`src/rtl/intc_pkg.sv`:
```
// Shared constants for the XCR interrupt controller: register offsets,
// controller states and the vector-address format.
package intc_pkg;

  localparam int NSRC = 8;

  localparam logic [2:0] OFS_PEND = 3'd0;
  localparam logic [2:0] OFS_MASK = 3'd1;
  localparam logic [2:0] OFS_EDGE = 3'd2;
  localparam logic [2:0] OFS_VB0  = 3'd3;
  localparam logic [2:0] OFS_VB1  = 3'd4;
  localparam logic [2:0] OFS_VB2  = 3'd5;
  localparam logic [2:0] OFS_ISID = 3'd6;
  localparam logic [2:0] OFS_SWI  = 3'd7;

  localparam int         IVEC_W   = 24;
  localparam logic [1:0] IVEC_LSB = 2'b00;

  typedef enum logic [1:0] {
    ST_IDLE = 2'd0,
    ST_REQ  = 2'd1,
    ST_SERV = 2'd2
  } state_e;

  // Vectors are 4-byte slots: {VB2, VB1, VB0[7:5], idx, 2'b00}
  function automatic logic [IVEC_W-1:0] make_ivec(input logic [IVEC_W-1:0] vb,
                                                  input logic [2:0]        idx);
    return {vb[23:8], vb[7:5], idx, IVEC_LSB};
  endfunction

endpackage

```
`src/rtl/intc_sync.sv`:
```
// Per-source two-flop synchronizer plus a third flop for rising-edge detect.
module intc_sync (
  input  logic clk,
  input  logic rst,
  input  logic async_i,
  output logic level_o,
  output logic rise_o
);

  logic s1_q, s2_q, s3_q;

  always_ff @(posedge clk or posedge rst) begin
    if (rst) begin
      s1_q <= 1'b0;
      s2_q <= 1'b0;
      s3_q <= 1'b0;
    end else begin
      s1_q <= async_i;
      s2_q <= s1_q;
      s3_q <= s2_q;
    end
  end

  assign level_o = s2_q;
  assign rise_o  = s2_q & ~s3_q;

endmodule

```
`src/rtl/xcr_intc.sv`:
```
// Eight-source prioritised interrupt controller on the XCR register bus,
// with a request/in-service handshake against the core's IN_ISP flag.
module xcr_intc
  import intc_pkg::*;
#(
  parameter logic [7:0] XBASE = 8'h10
) (
  input  logic        clk,
  input  logic        rst,
  input  logic [7:0]  irq_i,
  input  logic [7:0]  XCRa,
  input  logic [7:0]  XCRo,
  input  logic        XCRwe,
  input  logic        XCRcs,
  output logic [7:0]  XCRi,
  output logic        INT,
  output logic [23:0] IVEC_addr,
  input  logic        IN_ISP
);

  logic [NSRC-1:0] s2_vec, rise_vec;

  genvar gi;
  generate
    for (gi = 0; gi < NSRC; gi++) begin : g_sync
      intc_sync u_sync (
        .clk    (clk),
        .rst    (rst),
        .async_i(irq_i[gi]),
        .level_o(s2_vec[gi]),
        .rise_o (rise_vec[gi])
      );
    end
  endgenerate

  logic [7:0]  mask_q, edge_q, pend_edge_q, pend_edge_d;
  logic [7:0]  vb0_q, vb1_q, vb2_q;
  logic        isid_active_q, isid_active_d;
  logic [2:0]  isid_idx_q, isid_idx_d;
  logic [2:0]  req_idx_q, req_idx_d;
  state_e      state_q, state_d;
  logic        int_q, int_d;
  logic [23:0] ivec_q, ivec_d;
  logic        isp_q;

  // Address decode: wrap-around subtraction keeps the window check to one compare
  logic [7:0] offset;
  logic       in_range, wr_en, rd_en;
  logic [2:0] ofs;

  assign offset   = XCRa - XBASE;
  assign in_range = (offset[7:3] == 5'd0);
  assign ofs      = offset[2:0];
  assign wr_en    = XCRcs & XCRwe & in_range;
  assign rd_en    = XCRcs & ~XCRwe & in_range;

  logic isp_rise, isp_fall;
  assign isp_rise = IN_ISP & ~isp_q;
  assign isp_fall = ~IN_ISP & isp_q;

  // Level-mode bits track the synchronized input directly; edge bits are latched
  logic [7:0] pend_vec;
  assign pend_vec = (edge_q & pend_edge_q) | (~edge_q & s2_vec);

  logic       cand_valid;
  logic [2:0] cand_idx;

  always_comb begin
    cand_valid = 1'b0;
    cand_idx   = 3'd0;
    for (int i = NSRC - 1; i >= 0; i--) begin
      if (pend_vec[i] & mask_q[i]) begin
        cand_valid = 1'b1;
        cand_idx   = 3'(i);
      end
    end
  end

  logic ack;

  always_comb begin
    state_d       = state_q;
    int_d         = int_q;
    ivec_d        = ivec_q;
    req_idx_d     = req_idx_q;
    isid_active_d = isid_active_q;
    isid_idx_d    = isid_idx_q;
    ack           = 1'b0;
    case (state_q)
      ST_IDLE: begin
        if (cand_valid && !IN_ISP) begin
          state_d   = ST_REQ;
          int_d     = 1'b1;
          ivec_d    = make_ivec({vb2_q, vb1_q, vb0_q}, cand_idx);
          req_idx_d = cand_idx;
        end
      end
      ST_REQ: begin
        if (isp_rise) begin
          state_d       = ST_SERV;
          int_d         = 1'b0;
          ack           = 1'b1;
          isid_active_d = 1'b1;
          isid_idx_d    = req_idx_q;
        end
      end
      ST_SERV: begin
        if (isp_fall) begin
          state_d       = ST_IDLE;
          isid_active_d = 1'b0;
        end
      end
      default: begin
        state_d = ST_IDLE;
        int_d   = 1'b0;
      end
    endcase
  end

  // Set beats clear: new edges and SWI are OR-ed in after W1C/ack are applied
  logic [7:0] clr_vec, set_vec;

  always_comb begin
    clr_vec = ack ? (8'b1 << req_idx_q) : 8'h00;
    set_vec = rise_vec;
    if (wr_en && ofs == OFS_PEND) clr_vec = clr_vec | XCRo;
    if (wr_en && ofs == OFS_SWI)  set_vec = set_vec | XCRo;
    pend_edge_d = ((pend_edge_q & ~clr_vec) | set_vec) & edge_q;
  end

  always_ff @(posedge clk or posedge rst) begin
    if (rst) begin
      state_q       <= ST_IDLE;
      int_q         <= 1'b0;
      ivec_q        <= 24'h0;
      req_idx_q     <= 3'd0;
      isid_active_q <= 1'b0;
      isid_idx_q    <= 3'd0;
      isp_q         <= 1'b0;
      pend_edge_q   <= 8'h00;
    end else begin
      state_q       <= state_d;
      int_q         <= int_d;
      ivec_q        <= ivec_d;
      req_idx_q     <= req_idx_d;
      isid_active_q <= isid_active_d;
      isid_idx_q    <= isid_idx_d;
      isp_q         <= IN_ISP;
      pend_edge_q   <= pend_edge_d;
    end
  end

  always_ff @(posedge clk or posedge rst) begin
    if (rst) begin
      mask_q <= 8'h00;
      edge_q <= 8'h00;
      vb0_q  <= 8'h00;
      vb1_q  <= 8'h00;
      vb2_q  <= 8'h00;
    end else if (wr_en) begin
      case (ofs)
        OFS_MASK: mask_q <= XCRo;
        OFS_EDGE: edge_q <= XCRo;
        OFS_VB0:  vb0_q  <= XCRo;
        OFS_VB1:  vb1_q  <= XCRo;
        OFS_VB2:  vb2_q  <= XCRo;
        default:  ;
      endcase
    end
  end

  always_comb begin
    XCRi = 8'h00;
    if (rd_en) begin
      case (ofs)
        OFS_PEND: XCRi = pend_vec;
        OFS_MASK: XCRi = mask_q;
        OFS_EDGE: XCRi = edge_q;
        OFS_VB0:  XCRi = vb0_q;
        OFS_VB1:  XCRi = vb1_q;
        OFS_VB2:  XCRi = vb2_q;
        OFS_ISID: XCRi = {isid_active_q, 4'b0000, isid_idx_q};
        default:  XCRi = 8'h00;
      endcase
    end
  end

  assign INT       = int_q;
  assign IVEC_addr = ivec_q;

endmodule

```
`config.mk`:
```
export PLATFORM = sky130hd
export DESIGN_NAME = xcr_intc
export DESIGN_NICKNAME = d
export VERILOG_FILES = /design/src/rtl/intc_pkg.sv /design/src/rtl/intc_sync.sv /design/src/rtl/xcr_intc.sv
export SDC_FILE = /design/constraint.sdc
export NUM_CORES = 1
export LEC_CHECK = 0
export CAP_MARGIN = 30
export CORE_ASPECT_RATIO = 1.1
export CORE_MARGIN = 5
export CORE_UTILIZATION = 60
export DETAILED_ROUTE_END_ITERATION = 10
export DONT_BUFFER_PORTS = 1
export PLACE_DENSITY_LB_ADDON = 0.25
export SLEW_MARGIN = 20
export SYNTH_ARGS = -nofsm -noshare
export SYNTH_HDL_FRONTEND = slang
export SYNTH_HIERARCHICAL = 1
export SYNTH_SLANG_ARGS = --single-unit
```
`constraint.sdc`:
```
create_clock -name clk -period 6.4 [get_ports clk]
set_input_delay 0.64 -clock clk [delete_from_list [all_inputs] [get_ports clk]]
set_output_delay 0.64 -clock clk [all_outputs]
set_load 0.005 [all_outputs]
```
==> flow_summary.ini <==
[placement]
place.port_buffers = 0
dp_hpwl_mm = 7.166
gp_congestion = 0.8276
place_area_um2 = 4861

[layout]
syn_to_final_growth_pct = 5.830
drive_gt1_share_pct = 29.33
fin_nets = 401
fin_util_pct = 64.71
design_area_um2 = 5065
n_antenna_cell = 0

[clock_network]
postCtsSetupRepairBufs = 0
post_cts_resized = 0
clock_sinks = 102
cts_tree = done
clock_path_buffers = 2
clk_latency_ps = 370
cts_htree_levels = 3
cts_root_buf = clkbuf_8
cts_hold_buffers = 0
cts-buffers-inserted = 9
clk_pin_slew_ps = 90

[power_and_ir_drop]
p_sw_mw = 0.3436
powerDensity_nw_per_um2 = 257.4
seq_power_share_pct = 57.0
leakage_nw = 2.440
pwr-share-comb_pct = 12.2
vdd_ir_drop_max_v = 0.0001873
p_total_mw = 1.304
intPower_mw = 0.9603
p_clk_share_pct = 30.8
p_sw_share_pct = 26.35

[drt]
avgViaCountPerCell = 5.965
dr.max_layer_used = met4
drt.antenna.violating_nets = 0
wl_per_cell_um = 20.63
wl_met3_um = 711
wl_met2_mm = 4.642
vias = 2881
drt_iter0_markers = 198
met1_length_mm = 4.378
drtPass1Iterations = 4
wl_mm = 9.962
drc = 0

[synthesis]
synthAdderAreaFrac_pct = 0.2614
synth-seq-cells = 102
synth-compound-area-share_pct = 11.45
synth_mux_area_share_pct = 20.97
yosysWarningCount = 6
synthSimpleGateAreaFrac_pct = 10.90
ys_types = 53
syn_inst = 369
synthesis.area_um2 = 4786
synth_xor_area_share_pct = 0.1830
async_reset_ff_share_pct = 100.0
synth_edf_count = 0
avgSynthCellArea_um2 = 12.97
yosysSeqAreaShare_pct = 53.33
synth_ff_type = dfrtp_1
synth_top_family_by_area = multiplexers

[hold_path]
hold_class = in -> reg
hold_depth = 0
hp-start = irq_i[7]
hold_end = g_sync[7].u_sync/s1_q

[worst_setup_path]
reg2reg_from = state_q[1]
worst-setup-path-type = in -> out
r2r_slack_ps = 4100
reg2reg_depth = 4
cp-start-kind = input pin
r2r_end = IVEC_addr[17]
cp.arrival_ps = 2020
worst_setup_path_end_kind = output port
required_ps = 5760
cpPeakStageDelay_ps = 460
critPathMaxFanout = 8
crit_slowest_cell = nand4_1
crit_chain = inv_1, ha_1, xnor2_1, nand4_1, a211oi_1

[timing]
max_freq_ghz = 0.3753
clock_skew_ps = 14.73
worst_pin_slew_ps = 760.9
rsz0062_at_grt = false
period_needed_ps = 2664
drv_slew = 0
slew_headroom_pct = 49.17
setup_viol_count_final = 0
tns_ps = 0
hold_viol_final = 0
timing.final.crit_share_pct = 41.63

[die]
ioPinCount = 62
die_y_um = 103.7
die_x_um = 95.16
core_area_um2 = 7828
start_util_pct = 61.14
dieArea_um2 = 9865
rows = 34

[global_route]
grt_max_degree = 79
grt_pass1_wl_mm = 16.16
antenna_found_initial = 0
track_usage_pct = 21.66
grt-ovfl-total = 0
grt_pass1_vias = 2914

[outcome]
outcome = finished clean

[flow_run]
maxCapViolations = 0
-- per-stage QoR --
stage | hold slack (ps) | cells | worst slack, ps
after floorplan | 331.2 | 370 | 3765
after global placement | 332.2 | 467 | 3683
after detailed placement | 334.7 | 467 | 3612
after CTS | 1.667 | 482 | 3655
after global routing | 254.8 | 483 | 3612
final | 287.1 | 483 | 3736
-- kinds of logic (layout without fill, tap and decap cells) --
| family | after synthesis | after routing |
|---|---|---|
| adder cells (fa/ha/maj) | 1 | 1 |
| AND/OR/NAND/NOR | 84 | 84 |
| other | 1 | 2 |
| AO/OA/AOI/OAI | 71 | 71 |
| buffers and inverters | 28 | 33 |
| multiplexers | 81 | 81 |
| XOR/XNOR | 1 | 1 |
| flip-flops | 102 | 102 |
-- worst max-delay path by stage --
stage / start / end / slack, ps
after floorplan: rst / INT / 3760
after global placement: XCRa[4] / edge_q[0] / 3680
after detailed placement: XCRa[4] / edge_q[5] / 3610
after CTS: XCRa[4] / XCRi[1] / 3660
after global routing: XCRa[4] / XCRi[7] / 3610
final: XCRa[4] / XCRi[1] / 3740
-- metal layers --
| metal | track usage [%] | vias to the layer above |
|---|---|---|
| met4 | 8.247 | 0 |
| met3 | 6.817 | 17 |
| met2 | 31.72 | 104 |
| met1 | 30.03 | 1427 |
| li1 | - | 1333 |
| met5 | 0 | - |
-- power by group through the flow --
stage	clock [mW]	combinational [mW]	sequential, mW
after floorplan	0	0.142	0.739
after CTS	0.407	0.159	0.744
after global placement	0	0.154	0.754
final	0.401	0.159	0.743
after global routing	0.441	0.174	0.752
after detailed placement	0	0.158	0.757
-- sequential cells by signal, indices dropped and copies added, names as in the netlist --
| signal | cells |
|---|---|
| IVEC_addr | 20 |
| edge_q | 8 |
| g_sync.u_sync/level_o | 8 |
| g_sync.u_sync/s1_q | 8 |
| g_sync.u_sync/s3_q | 8 |
| mask_q | 8 |
| pend_edge_q | 8 |
| vb0_q | 8 |
| vb1_q | 8 |
| vb2_q | 8 |
| isid_idx_q | 3 |
| req_idx_q | 2 |
| state_q | 2 |
| INT | 1 |
| isid_active_q | 1 |
| isp_q | 1 |
-- synthesized netlist by cell type (2+ instances only) --
cell	instances	area [um^2]
nand3b_1	2	15.01
a22oi_1	3	22.52
o22a_1	4	35.03
inv_1	14	52.55
nand3_1	3	15.01
dfrtp_1	102	2552
nand2_1	28	105.1
nand2b_1	2	12.51
nor2b_4	8	110.1
mux2i_1	8	80.08
nor2b_1	5	31.28
a211oi_1	2	15.01
buf_6	2	22.52
a22oi_4	2	42.54
mux4_2	3	67.56
a221oi_1	2	17.52
buf_2	6	30.03
or3b_2	2	17.52
a21oi_1	15	75.07
o311ai_0	3	26.28
buf_4	2	15.01
a31oi_1	6	37.54
nor2_1	24	90.09
a21o_1	15	112.6
mux2_4	18	270.3
mux2_2	52	585.6
buf_1	2	7.510
o21ai_0	7	35.03
a22o_1	3	26.28
-- area by class of cell --
| class | instances | area, um^2 |
|---|---|---|
| Clock buffer | 12 | 145.1 |
| Clock inverter | 3 | 45.04 |
| Fill cell | 611 | 2763 |
| Inverter | 15 | 56.30 |
| Multi-Input combinational cell | 240 | 2102 |
| Sequential cell | 102 | 2552 |
| Tap cell | 108 | 135.1 |
| Timing Repair Buffer | 3 | 28.78 |
-- placed cells by master, fill, tap and decap left out, drive strengths merged, types with 2 or more instances in the layout --
cell | Yosys | routed
a221oi | 2 | 2
clkbuf | 1 | 12
o21ai | 7 | 7
nand2 | 28 | 28
nand4 | 2 | 2
mux4 | 3 | 3
o311ai | 3 | 3
conb | 1 | 2
nor2 | 25 | 25
nand2b | 2 | 2
nor2b | 13 | 13
buf | 12 | 2
a31oi | 6 | 6
a21oi | 15 | 15
a22oi | 6 | 6
or3b | 2 | 2
a22o | 3 | 3
mux2i | 8 | 8
inv | 14 | 14
nand3b | 2 | 2
a21o | 15 | 15
mux2 | 70 | 70
a211oi | 2 | 2
dfrtp | 102 | 102
nand3 | 3 | 3
clkinvlp | 0 | 2
o22a | 4 | 4
-- worst max-delay path, delay by kind of cell --
kind                     cells  cell delay (ps)
buffers and inverters        1               20
AND/OR/NAND/NOR              1              460
adder cells (fa/ha/maj)      1              190
AO/OA/AOI/OAI                1              400
XOR/XNOR                     1              310
Note: power is estimated with default switching activity, not from simulation.
